### src/rtl/zbus_arb_rr.sv
// rtl/zbus_arb_rr.sv - round-robin zbus arbiter with packet lock
// Shares one downstream zbus among RN requesters; a multi-beat packet holds the grant until its last beat.
module zbus_arb_rr #(
    parameter int BW = 8,
    parameter int RN = 4,
    parameter int SL = $clog2(RN),
    parameter int RR = 1
) (
    input  logic             clk,
    input  logic             rst,
    input  logic [RN-1:0]    zi_vld,
    input  logic [RN-1:0]    zi_lst,
    input  logic [RN*BW-1:0] zi_bus,
    output logic [RN-1:0]    zi_ack,
    output logic             zo_vld,
    output logic [BW-1:0]    zo_bus,
    output logic             zo_lst,
    input  logic             zo_ack,
    output logic [SL-1:0]    zo_sel,
    output logic             zo_lck
);

    typedef enum logic {
        ARB  = 1'b0,
        LOCK = 1'b1
    } state_t;

    state_t        state, state_nxt;
    logic [SL-1:0] ptr, ptr_nxt;
    logic [SL-1:0] gnt, gnt_nxt;
    logic [SL-1:0] sel;
    logic [SL-1:0] sel_arb;
    logic [SL-1:0] scan_start;
    logic [SL:0]   scan_sum;
    logic [SL-1:0] scan_idx;
    logic          found;
    logic          trn;

    // Scan sum is one bit wider so the wrap works for non power-of-two RN.
    always_comb begin
        scan_start = (RR != 0) ? ptr : '0;
        sel_arb    = ptr;
        found      = 1'b0;
        scan_sum   = '0;
        scan_idx   = '0;
        for (int k = 0; k < RN; k++) begin
            scan_sum = {1'b0, scan_start} + (SL+1)'(k);
            if (scan_sum >= (SL+1)'(RN)) begin
                scan_sum = scan_sum - (SL+1)'(RN);
            end
            scan_idx = scan_sum[SL-1:0];
            if (!found && zi_vld[scan_idx]) begin
                sel_arb = scan_idx;
                found   = 1'b1;
            end
        end
    end

    // During reset the output is pinned to requester 0.
    assign sel    = rst ? '0 : ((state == LOCK) ? gnt : sel_arb);
    assign zo_sel = sel;
    assign zo_lck = (state == LOCK);
    assign zo_vld = zi_vld[sel];
    assign zo_lst = zi_lst[sel];
    assign zo_bus = zi_bus[sel*BW +: BW];
    assign zi_ack = zo_ack ? (RN'(1) << sel) : '0;
    assign trn    = zo_vld & zo_ack;

    always_comb begin
        state_nxt = state;
        ptr_nxt   = ptr;
        gnt_nxt   = gnt;
        if (trn) begin
            if (zo_lst) begin
                state_nxt = ARB;
                ptr_nxt   = (sel == SL'(RN-1)) ? '0 : sel + 1'b1;
            end else begin
                state_nxt = LOCK;
                gnt_nxt   = sel;
            end
        end
    end

    always_ff @(posedge clk or posedge rst) begin
        if (rst) begin
            state <= ARB;
            ptr   <= '0;
            gnt   <= '0;
        end else begin
            state <= state_nxt;
            ptr   <= ptr_nxt;
            gnt   <= gnt_nxt;
        end
    end

endmodule

### config.mk
export PLATFORM = sky130hd
export DESIGN_NAME = zbus_arb_rr
export DESIGN_NICKNAME = d
export VERILOG_FILES = /design/src/rtl/zbus_arb_rr.sv
export SDC_FILE = /design/constraint.sdc
export NUM_CORES = 1
export LEC_CHECK = 0
export CORE_UTILIZATION = 31
export DETAILED_ROUTE_END_ITERATION = 7
export GPL_TIMING_DRIVEN = 0
export HOLD_SLACK_MARGIN = 0.12
export PLACE_DENSITY = 0.77
export SETUP_SLACK_MARGIN = 0.2
export SLEW_MARGIN = 10
export SYNTH_ARGS = -nofsm -noshare
export SYNTH_HDL_FRONTEND = slang
export SYNTH_SLANG_ARGS = --single-unit
### constraint.sdc
create_clock -name clk -period 2.11 [get_ports clk]
set_clock_uncertainty 0.05 [all_clocks]
set_input_delay 0.211 -clock clk [delete_from_list [all_inputs] [get_ports clk]]
set_output_delay 0.211 -clock clk [all_outputs]
set_load 0.01 [all_outputs]
==> impl_metrics.env <==
export IMPL_status="finished with violations"
export IMPL_violations="setup timing"
export IMPL_placed_cell_area_mm2=0.00151
export IMPL_netlist_cell_type_count=34
export IMPL_fin_util_pct=77.8
export IMPL_p_per_area_mw_per_mm2=1070
export IMPL_power_internal_mw=1.21
export IMPL_layout_drive_gt1_share_pct=49.2
export IMPL_nets=243
export IMPL_p_clk_share_pct=5.6
export IMPL_hold_viol=0
export IMPL_antenna_found_initial=0
export IMPL_core_rowCount=18
export IMPL_die_area_mm2=0.00283
export IMPL_syn_area_um2=812
export IMPL_die_h_um=53.2
export IMPL_post_route_min_period_ns=2.31
export IMPL_drc=0
export IMPL_switching_share_pct=41.7
export IMPL_cts_htree_levels=1
export IMPL_vias_per_cell=5.17
export IMPL_clock_sinks=5
export IMPL_finalSetupViolCount=19
export IMPL_synth_main_ff_cell="dfrtp_1"
export IMPL_fillers=173
export IMPL_path_max_fanout=8
export IMPL_slew_headroom_pct=76.4
export IMPL_critPathMaxStageDelay_ns=0.47
export IMPL_critPathLaunchType="flop"
export IMPL_vias=1164
export IMPL_synth_cells=111
export IMPL_dp_cells=200
export IMPL_cts_tree="done"
export IMPL_pin_count=60
export IMPL_area_growth_pct=137
export IMPL_rsz0062_at_grt="true"
export IMPL_seq_area_frac_synth_pct=15.4
export IMPL_p_switching_uw=864
export IMPL_numCtsBuffers=3
export IMPL_clockRootBuffer="clkbuf_4"
export IMPL_clk_pin_slew_ns=0.05
export IMPL_yosysWarningCount=0
export IMPL_core_region_area_mm2=0.00248
export IMPL_first_iter_violations=40
export IMPL_drv_cap=0
export IMPL_cp_required_ns=2.19
export IMPL_path_common_cell="mux2_4"
export IMPL_fp_dieW_um=53.2
export IMPL_postRouteWirelength_mm=3.43
export IMPL_power_leakage_nw=0.862
export IMPL_critPathKind="reg2reg"
export IMPL_total_power_mw=2.07
export IMPL_drv_slew=0
export IMPL_start_util_pct=32.8
export IMPL_crit_slowest_cell="dfrtp_2"
export IMPL_power_frac_comb_pct=85.0
export IMPL_clockBufferDepth=2
export IMPL_stdcell_count=225
export IMPL_hold_path_class="in2async"
export IMPL_end_kind="flop"
export IMPL_max_freq_mhz=433
export IMPL_final_cell_mix="39 x clkdlybuf4s50_1, 28 x nand2_1, 13 x buf_4, 12 x buf_2, 8 x buf_6"
export IMPL_numPortBuffers=59
export IMPL_worst_slack_ns=-0.201
export IMPL_ff2ff_setup_slack_ns=-0.20
export IMPL_final_common_cell="clkdlybuf4s50_1"
export IMPL_finish_instance_area_mm2=0.00193
export IMPL_grt_max_degree=12
export IMPL_ir_drop_v=0.000735
export IMPL_synth_seq_cells=5
export IMPL_synth_edff_count=0
export IMPL_diodes=0
export IMPL_seqPwrFrac_pct=9.4
export IMPL_wl_per_cell_um=15.3
export IMPL_ys_async_sr_fraction_pct=100
export IMPL_clock_latency_ns=0.25
export IMPL_grt_usage_pct=24.7
export IMPL_synth_nets=158
export IMPL_fin_crit_sh_pct=110
export IMPL_path_cells="nand2b_4, a21oi_4, o211ai_4, mux2_4, a211o_4, buf_6, nand3b_4, mux2_4"
export IMPL_firstDrtPassIters=4
export IMPL_worstPathArrival_ns=2.39
export IMPL_place_congestion=0.863
export IMPL_worst_pin_slew_ns=0.352
export IMPL_overflow=0
export IMPL_rr_worst_depth=8
export IMPL_antenna_left=0
export IMPL_postCtsHoldBufs=0
export IMPL_grt_pass1_vias=1129
export IMPL_grt_pass1_wl_mm=5.08
export IMPL_dp_hpwl_mm=2.00
export IMPL_avgSynthCellArea_um2=7.32
[power by group through the flow]
| stage | clock network [mW] | logic, mW | registers [mW] |
|---|---|---|---|
| after global routing | 0.123 | 1.88 | 0.201 |
| after global placement | 0 | 1.21 | 0.177 |
| final | 0.116 | 1.76 | 0.195 |
| after floorplan | 0 | 0.743 | 0.172 |
| after CTS | 0.118 | 1.58 | 0.192 |
| after detailed placement | 0 | 1.22 | 0.177 |
[cells by family (layout without fill, tap and decap cells)]
logic type,Yosys count,count (layout),share of synthesized area (%)
flip-flops,5,5,15.4
multiplexers,8,8,12.9
buffers and inverters,12,96,6.32
AO/OA/AOI/OAI,23,23,21.9
adder cells (fa/ha/maj),4,4,6.16
AND/OR/NAND/NOR,59,59,37.3
[final cells by class]
class,count,area [µm²],area share (%)
repair buffers,79,744,38.6
repair inverters,1,6.26,0.325
inverters,6,35.0,1.82
well taps,30,37.5,1.95
multi-input cells,94,845,43.8
flip-flops and latches,5,128,6.62
plain buffers,6,105,5.45
clock buffers,4,26.3,1.36
[path summary, 6_finish.rpt]
| check | end | from |
|---|---|---|
| worst min register to register | gnt[1] | gnt[1] |
| worst max register to register | gnt[0] | ptr[1] |
| max in group asynchronous | ptr[1] | rst |
| worst min-delay path | zo_lck | rst |
| min in group clk | gnt[1] | gnt[1] |
| worst max-delay path | gnt[0] | ptr[1] |
[stage by stage]
step	hold WS (ns)	TNS [ns]	worst slack, ns
global route	0.271	-4.34	-0.263
CTS	0.233	-2.07	-0.141
floorplan	-0.0466	-0.320	-0.0992
global placement	0.459	-13.83	-0.938
finish	0.230	-2.80	-0.201
detailed placement	0.461	-14.65	-0.963
[what timing repair did]
item,4_1_cts,5_1_grt
endpoints found under the setup margin,21,21
gates cloned,3,0
gates resized for setup,115,14
pin swaps,7,9
buffers inserted,11,7
[synthesized netlist by cell type (3+ instances only)]
cell type   n  area (µm²)
buf_2       3        15.0
ha_1        4        50.1
and2_1      5        31.3
a21oi_1     4        20.0
nor2_1      3        11.3
dfrtp_1     5         125
inv_1       4        15.0
nand2b_1    3        18.8
clkbuf_1    3        11.3
nand2_1    32         120
mux2i_1     3        30.0
and3_1      8        50.1
a31oi_1    10        62.6
[routing by layer]
metal	GRT usage, %	routed length [µm]	vias up
met4	4.82	34	0
met1	30.8	1480	545
met2	42.4	1700	54
met5	0	0	-
met3	6.61	225	5
li1	-	-	560
[worst max-delay path: cells and delay by family (launching register included)]
family          cells  cell delay (ns)
flops               1             0.47
buf+inv             1             0.14
mux                 2             0.63
simple gates        2             0.25
compound gates      3             0.64
[state kept, by name (all words and copies together), names as in the netlist]
signal  cells
zo_lck      1
ptr         2
gnt         2
Note: power is estimated with default switching activity, not from simulation.
